File: config.mk
export PLATFORM = sky130hd
export DESIGN_NAME = key_filter_multi
export DESIGN_NICKNAME = d
export VERILOG_FILES = /design/src/rtl/key_filter_pkg.sv /design/src/rtl/key_filter_chan.sv /design/src/rtl/key_filter_multi.sv
export SDC_FILE = /design/constraint.sdc
export NUM_CORES = 1
export LEC_CHECK = 0
export ABC_AREA = 1
export BUFFER_PORTS_ARGS = -buffer_cell sky130_fd_sc_hd__buf_2
export CORE_UTILIZATION = 45
export CTS_CLUSTER_DIAMETER = 60
export DETAILED_ROUTE_END_ITERATION = 7
export PLACE_DENSITY_LB_ADDON = 0.08
export SLEW_MARGIN = 25
export SYNTH_ARGS = -nofsm -noshare
export SYNTH_HDL_FRONTEND = slang
export SYNTH_HIERARCHICAL = 1
export SYNTH_SLANG_ARGS = --single-unit
File: constraint.sdc
create_clock -name sys_clk -period 2 [get_ports sys_clk]
set_input_delay 0 -clock sys_clk [delete_from_list [all_inputs] [get_ports sys_clk]]
set_output_delay 0 -clock sys_clk [all_outputs]
set_load 0.02 [all_outputs]
File: src/rtl/key_filter_pkg.sv
// Shared state encoding and 50 MHz default timing constants for the key filter.
// Latency: n/a. Backpressure: n/a.
package key_filter_pkg;

  typedef enum logic [1:0] {
    IDLE       = 2'd0,
    PRESS_FILT = 2'd1,
    DOWN       = 2'd2,
    REL_FILT   = 2'd3
  } key_st_e;

  // 20 ms debounce window and 1 s long-press threshold at 50 MHz
  localparam int unsigned CNT_MAX_50M  = 32'd999_999;
  localparam int unsigned LONG_MAX_50M = 32'd49_999_999;

endpackage

File: src/rtl/key_filter_chan.sv
// One key channel: 2-flop sync, debounce FSM, long-press timer, registered outputs.
// Latency: press/release CNT_MAX+2 cycles after a clean pin edge. Backpressure: none.
module key_filter_chan
  import key_filter_pkg::*;
#(
  parameter int unsigned CNT_MAX    = CNT_MAX_50M,
  parameter int unsigned LONG_MAX   = LONG_MAX_50M,
  parameter bit          ACTIVE_LOW = 1'b1
) (
  input  logic clk_i,
  input  logic rst_n_i,
  input  logic key_i,
  output logic state_o,
  output logic press_o,
  output logic release_o,
  output logic long_o
);

  localparam int unsigned CW = $clog2(CNT_MAX + 1);
  localparam int unsigned LW = $clog2(LONG_MAX + 1);
  localparam logic [CW-1:0] CNT_LAST  = CW'(CNT_MAX - 1);
  localparam logic [CW-1:0] CNT_ONE   = CW'(1);
  localparam logic [LW-1:0] LONG_LAST = LW'(LONG_MAX - 1);
  localparam logic [LW-1:0] LONG_TOP  = LW'(LONG_MAX);
  localparam logic          REL_LVL   = ACTIVE_LOW;

  logic [1:0]    sync_q;
  logic          pressed;
  key_st_e       state_q, state_d;
  logic [CW-1:0] cnt_q, cnt_d;
  logic [LW-1:0] long_q, long_d;
  logic          key_state_q, key_state_d;
  logic          press_q, press_d;
  logic          release_q, release_d;
  logic          long_p_q, long_p_d;

  always_ff @(posedge clk_i) begin
    if (!rst_n_i) sync_q <= {2{REL_LVL}};
    else          sync_q <= {sync_q[0], key_i};
  end

  assign pressed = ACTIVE_LOW ? ~sync_q[1] : sync_q[1];

  always_comb begin
    state_d     = state_q;
    cnt_d       = cnt_q;
    long_d      = long_q;
    key_state_d = key_state_q;
    press_d     = 1'b0;
    release_d   = 1'b0;
    long_p_d    = 1'b0;

    // Long timer runs through release bounce so a shaky hold still times out
    if (state_q == DOWN || state_q == REL_FILT) begin
      if (long_q != LONG_TOP)  long_d   = long_q + 1'b1;
      if (long_q == LONG_LAST) long_p_d = 1'b1;
    end

    case (state_q)
      IDLE: begin
        if (pressed) begin
          state_d = PRESS_FILT;
          cnt_d   = CNT_ONE;
        end else begin
          cnt_d = '0;
        end
      end
      PRESS_FILT: begin
        if (!pressed) begin
          state_d = IDLE;
          cnt_d   = '0;
        end else if (cnt_q == CNT_LAST) begin
          state_d     = DOWN;
          cnt_d       = '0;
          long_d      = '0;
          press_d     = 1'b1;
          key_state_d = 1'b1;
        end else begin
          cnt_d = cnt_q + 1'b1;
        end
      end
      DOWN: begin
        if (!pressed) begin
          state_d = REL_FILT;
          cnt_d   = CNT_ONE;
        end
      end
      REL_FILT: begin
        if (pressed) begin
          state_d = DOWN;
          cnt_d   = '0;
        end else if (cnt_q == CNT_LAST) begin
          state_d     = IDLE;
          cnt_d       = '0;
          release_d   = 1'b1;
          key_state_d = 1'b0;
        end else begin
          cnt_d = cnt_q + 1'b1;
        end
      end
      default: begin
        state_d = IDLE;
        cnt_d   = '0;
      end
    endcase
  end

  always_ff @(posedge clk_i) begin
    if (!rst_n_i) begin
      state_q     <= IDLE;
      cnt_q       <= '0;
      long_q      <= '0;
      key_state_q <= 1'b0;
      press_q     <= 1'b0;
      release_q   <= 1'b0;
      long_p_q    <= 1'b0;
    end else begin
      state_q     <= state_d;
      cnt_q       <= cnt_d;
      long_q      <= long_d;
      key_state_q <= key_state_d;
      press_q     <= press_d;
      release_q   <= release_d;
      long_p_q    <= long_p_d;
    end
  end

  assign state_o   = key_state_q;
  assign press_o   = press_q;
  assign release_o = release_q;
  assign long_o    = long_p_q;

endmodule

File: src/rtl/key_filter_multi.sv
// KEY_NUM independent debounced keys with level, press, release and long-press pulses.
// Latency: CNT_MAX+2 cycles pin to pulse. Backpressure: none.
module key_filter_multi
  import key_filter_pkg::*;
#(
  parameter int unsigned KEY_NUM    = 4,
  parameter int unsigned CNT_MAX    = CNT_MAX_50M,
  parameter int unsigned LONG_MAX   = LONG_MAX_50M,
  parameter bit          ACTIVE_LOW = 1'b1
) (
  input  logic               sys_clk,
  input  logic               sys_rst_n,
  input  logic [KEY_NUM-1:0] key_in,
  output logic [KEY_NUM-1:0] key_state,
  output logic [KEY_NUM-1:0] key_press,
  output logic [KEY_NUM-1:0] key_release,
  output logic [KEY_NUM-1:0] key_long
);

  for (genvar g = 0; g < KEY_NUM; g++) begin : g_chan
    key_filter_chan #(
      .CNT_MAX   (CNT_MAX),
      .LONG_MAX  (LONG_MAX),
      .ACTIVE_LOW(ACTIVE_LOW)
    ) u_chan (
      .clk_i    (sys_clk),
      .rst_n_i  (sys_rst_n),
      .key_i    (key_in[g]),
      .state_o  (key_state[g]),
      .press_o  (key_press[g]),
      .release_o(key_release[g]),
      .long_o   (key_long[g])
    );
  end

endmodule

Yosys cells after proc, flatten, opt, wreduce, memory -nomap -nowiden
Index checks and enable logic that the tools add are counted.
- bits in registers: 216
- input bits: 6
- output and inout bits: 16
- word-level logic and storage cells: 233
- add/subtract/negate cells: 8
- equality and inequality tests: 56
- muxes and demuxes: 100
- bitwise logic cells: 5
- reductions and logical operators: 32
- operators with widths (kind ; count):
    2-to-1 mux 26 bit ; 20
    2-to-1 mux 20 bit ; 16
    case mux 20 bit (4 select lines) ; 4
    adder 26 x 1 -> 26 bit, second input constant ; 4
    equality test 26 bit, second input constant ; 4
    inequality test 26 bit, second input constant ; 4
    adder 20 x 1 -> 20 bit, second input constant ; 4
    equality test 20 bit, second input constant ; 4
    2-to-1 mux 2 bit ; 24
    case mux 2 bit (4 select lines) ; 4
    2-to-1 mux 1 bit ; 28
    inequality test 2 x 1 -> 1 bit, second input constant ; 12
    inequality test 2 bit, second input constant ; 12
    AND reduction 5 bit ; 4
    equality test 2 bit, second input constant ; 8
    AND reduction 4 bit ; 4
    inequality test 3 x 1 -> 1 bit, second input constant ; 4
    inequality test 3 bit, second input constant ; 4
    AND reduction 3 bit ; 4
    OR reduction 3 bit ; 4
    equality test 2 x 1 -> 1 bit, second input constant ; 4
    logical NOT 2 bit ; 4
    case mux 1 bit (2 select lines) ; 4
    AND reduction 2 bit ; 4
    other kinds (3) ; 13

Longest topological paths before layout
- depth after elaboration: 6
- depth in mapped cells: 11

Modules after synthesis
Netlist, hierarchy kept.
- modules (own cells, without submodules) (module ; instances ; cells each ; area each (um2) ; sequential area each (um2)):
    key_filter_chan (g_chan[1].u_chan ...) ; 2 ; 528 ; 3333.2 ; 1081.0
    key_filter_chan (g_chan[0].u_chan) ; 1 ; 525 ; 3258.1 ; 1081.0
    key_filter_chan (g_chan[3].u_chan) ; 1 ; 506 ; 3231.8 ; 1081.0

Worst setup path after synthesis
OpenSTA, ideal clock, no wires.
- path type: register to register
- from: reg g_chan[1].u_chan.long_q[0]
- to: reg g_chan[1].u_chan.long_q[0]
- setup time: 115 ps
- arrival time: 1399 ps
- required time: 1885 ps
- setup slack: 486 ps
- cell stages (with the launch flop): 8
- buffers on the path: 0
- cells stage by stage: dfxtp_1 ha_1 inv_2 nor2_4 nand4_1 nand3b_1 a21oi_1 nor2_1
- word-level cells in the longest chain between the ends: 6
- elaborated cells on any way between the ends: 7
- those cells by class: 1 x add/sub; 1 x eq/ne; 5 x mux
- RTL lines (element ; RTL line ; text):
    from (decl) ; key_filter_chan.sv:31 ; logic [LW-1:0] long_q, long_d;
    from (signal assigned) ; key_filter_chan.sv:120 ; long_q <= long_d;
    adder 26 x 1 -> 26 bit or inequality test 26 bit (tied branches) ; key_filter_chan.sv:55 ; if (long_q != LONG_TOP) long_d = long_q + 1'b1;
    2-to-1 mux 26 bit ; key_filter_chan.sv:55 ;
    2-to-1 mux 26 bit * ; key_filter_chan.sv:54 ; if (state_q == DOWN || state_q == REL_FILT) begin
    2-to-1 mux 26 bit ; key_filter_chan.sv:72 ; end else if (cnt_q == CNT_LAST) begin
    2-to-1 mux 26 bit ; key_filter_chan.sv:69 ; if (!pressed) begin
    2-to-1 mux 26 bit * ; key_filter_chan.sv:59 ; case (state_q)
Every way passes the cells marked *; elsewhere a longest branch is shown, timed or not.
A chain may end at the register's enable or synchronous reset.

Worst setup path after layout
- from: reg g_chan[2].u_chan.long_q[0]
- to: reg g_chan[2].u_chan.long_q[5]
- word-level cells in the longest chain between the ends: 6
- elaborated cells on any way between the ends: 7
- those cells by class: 1 x add/sub; 1 x eq/ne; 5 x mux
- RTL lines (element ; RTL line):
    from (decl) ; key_filter_chan.sv:31
    from (signal assigned) ; key_filter_chan.sv:120
    adder 26 x 1 -> 26 bit or inequality test 26 bit (tied branches) ; key_filter_chan.sv:55
    2-to-1 mux 26 bit * ; key_filter_chan.sv:55
    2-to-1 mux 26 bit * ; key_filter_chan.sv:54
    2-to-1 mux 26 bit ; key_filter_chan.sv:72
    2-to-1 mux 26 bit ; key_filter_chan.sv:69
    2-to-1 mux 26 bit * ; key_filter_chan.sv:59
Marked as above.

==> results.cfg <==
[clock_tree]
clock_latency_ns = 0.54
cts_buffer_depth = 3
htree_levels = 1
cts.sinks = 216
cts_tree = done
clk_pin_slew_ns = 0.06
clockRootBuffer = clkbuf_16
numCtsBuffers = 28

[setup_path]
cp.required_ns = 2.47
cpMaxStageDelayCell = dfxtp_1
cp_max_fo = 7
worst_setup_path_start_kind = register
crit_top_cell = nand2_1
r2r-start = g_chan[2].u_chan/long_q[0]$_SDFF_PN0_
r2r_setup_slack_ns = 0.25
r2r_end = g_chan[2].u_chan/long_q[5]$_SDFF_PN0_
cpPeakStageDelay_ns = 0.45
crit_chain = ha_1 > inv_2 > nor2_4 > nand4_1 > nor2_1 > nand2_1 > nand2_1 > nand2_1 > a21oi_1
cp_top_family = simple AND/OR/NAND/NOR gates
crit_buf_inv = 1
crit_type = reg2reg
cp_data_arrival_time_ns = 2.21
r2r_cells = 9
endpoint_kind = register

[sta]
setup_viol = 0
hold_viol = 0
max_freq_mhz = 573
finalSetupTns_ns = 0
post-route-period-util_pct = 87.3
finClkSkew_ns = 0.0149
timing.final.crit_period_ns = 1.75
drv_slew = 0
rsz0062_at_grt = false
slew_headroom_pct = 68.3
worst_pin_slew_ns = 0.472

[drt]
drc = 0
vias_per_cell = 4.98
wl_met3_um = 900
first_pass_iters = 8
vias = 12600
ant_nets = 0
routedWlPerCell_um = 12.5
wl_um = 31600
drt-initial-drc-count = 647
wl_met2_um = 14500
highest_layer = met4
wl_met1_um = 15600

[finish]
layout.cells.most_common = nand2_1
nFillCells = 3039
antenna_cells = 0
area_delta_synth_final_pct = 11.0
drive_gt1_share_pct = 11.1
multi_input_area_um2 = 7670
regArea_um2 = 4320
layout_common_cells = 595 x nand2_1, 367 x nor2_1, 219 x inv_1
layout.cells.non_filler = 2537
nets = 2157

[floorplan]
ioPinCount = 22
dieArea_um2 = 29900
num_rows = 62
fp.dieH_um = 173
dieWidth_um = 173
core_um2 = 28700
start_util_pct = 45.8

[logic_synthesis]
synthFlopType = dfxtp_1
ys_seq_elements = 216
async_flop_share_pct = 0
syn-cell-area_um2 = 13200
syn_nets = 2109
avgSynthCellArea_um2 = 6.30
synth_edf_count = 0
yosysWarningCount = 6
netlist_instances = 2087
ys_types = 40
ys_seq_area_share_pct = 32.9

[hold_path]
hold_class = in2reg
min_from = key_in[3]
min_to = g_chan[3].u_chan/sync_q[0]$_SDFF_PN1_
hold_depth = 3

[power]
pwr-share-comb_pct = 3.9
p_int_mw = 7.24
vdd_drop_max_mv = 0.639
p_sw_mw = 2.20
clkPwrFrac_pct = 49.5
p_sw_share_pct = 23.3
total_leakage_power_nw = 5.50
p_seq_share_pct = 46.6
power_density_nw_per_um2 = 647

[placed_design]
gp_congestion = 0.888
portBuffers = 21
hpwlAfterDp_um = 23500
place_inst = 2484

[flow_run]
drv_cap = 0

[global_route]
grt_use_total_pct = 21.1
antenna_found_initial = 0
grt_max_degree = 25
grt_pass1_vias = 11800
grt_pass1_wl_um = 54500
gr-total-overflow = 0

[status]
status = completed
-- flip-flops by register name (all words and copies together) (netlist names), named ones only --
name and cells:
g_chan.u_chan/sync_q 8, g_chan.u_chan/long_o 4, g_chan.u_chan/cnt_q 80, g_chan.u_chan/release_o 4
g_chan.u_chan/state_q 4, g_chan.u_chan/long_q 104, g_chan.u_chan/press_o 4, g_chan.u_chan/state_o 4
-- worst max-delay path by stage --
stage / startpoint / end / slack, ns / cells past startpoint
6_report: g_chan[2].u_chan/long_q[0]$_SDFF_PN0_ / g_chan[2].u_chan/long_q[5]$_SDFF_PN0_ / 0.25 / 9
5_1_grt: g_chan[0].u_chan/long_q[0]$_SDFF_PN0_ / g_chan[0].u_chan/long_q[2]$_SDFF_PN0_ / 0.04 / 9
3_5_place_dp: g_chan[0].u_chan/long_q[0]$_SDFF_PN0_ / g_chan[0].u_chan/long_q[5]$_SDFF_PN0_ / 0.22 / 9
3_3_place_gp: g_chan[0].u_chan/long_q[0]$_SDFF_PN0_ / g_chan[0].u_chan/long_q[4]$_SDFF_PN0_ / 0.28 / 9
2_1_floorplan: g_chan[1].u_chan/long_q[0]$_SDFF_PN0_ / g_chan[1].u_chan/long_q[0]$_SDFF_PN0_ / 0.49 / 7
4_1_cts: g_chan[0].u_chan/long_q[0]$_SDFF_PN0_ / g_chan[0].u_chan/long_q[6]$_SDFF_PN0_ / 0.20 / 9
-- cell families (layout without fill, tap and decap cells) --
kind of cell	after synthesis	after routing	synth area share (%)
XOR/XNOR	63	63	4.19
buffers and inverters	277	343	8.85
flip-flops	216	216	32.9
adder cells (fa/ha/maj)	16	16	1.52
AND/OR/NAND/NOR	1369	1369	46.1
AO/OA/AOI/OAI	146	146	6.43
-- routing by layer --
metal	up-vias	track usage, %
li1	6679	-
met1	5715	28.4
met2	200	36.2
met3	42	2.11
met4	0	5.38
met5	-	0
-- through the flow --
step	worst slack, ns	util [%]	power, mW	hold slack, ns	area [µm²]
CTS	0.196	50.9	9.60	0.148	14600
global route	0.0395	50.9	9.80	0.175	14600
floorplan	0.486	-	4.75	0.107	13200
global placement	0.285	47.7	4.85	0.190	13700
detailed placement	0.222	47.7	4.86	0.190	13700
finish	0.255	50.9	9.45	0.181	14600
-- timing repair --
action,4_1_cts,5_1_grt
endpoints found under the setup margin,0,1
hold buffers,5,0
setup buffers,0,0
resized for setup,0,1
endpoints found under the hold margin,10,0
-- power by group through the flow --
stage | Combinational, mW | Sequential, mW | Clock (mW)
finish | 0.368 | 4.40 | 4.68
global route | 0.412 | 4.40 | 4.98
CTS | 0.372 | 4.40 | 4.83
detailed placement | 0.364 | 4.49 | 0
global placement | 0.363 | 4.49 | 0
floorplan | 0.284 | 4.47 | 0
-- final cells by class --
type / count / share of cell area [%]
repair buffers: 53 / 2.45
inverters: 242 / 6.22
well taps: 384 / 3.29
clock inverters: 9 / 0.428
flip-flops and latches: 216 / 29.6
multi-input cells: 1594 / 52.5
clock buffers: 39 / 5.50
-- synthesized netlist by cell type, types with 14 or more instances --
library cell  count  area share, %
nor3_1           42            1.6
inv_2            23           0.66
nand3_1         203            7.7
nor2_2           23            1.1
xor2_1           49            3.3
inv_1           219            6.2
dfxtp_1         216             33
ha_1             16            1.5
nand4_1          34            1.6
a21oi_2          21            1.4
a21oi_1          89            3.4
xnor2_1          14           0.93
o21ai_0          26           0.99
nand2_1         595             17
nor2_4           15            1.3
nor2_1          367             10
nand2_2          27            1.3
-- worst reg2reg max path, cell delays in order, from the launching register on --
cell	delay [ns]
dfxtp_1	0.45
ha_1	0.24
inv_2	0.06
nor2_4	0.19
nand4_1	0.16
nor2_1	0.13
nand2_1	0.17
nand2_1	0.11
nand2_1	0.05
a21oi_1	0.12
(Power assumes the default switching activity.)
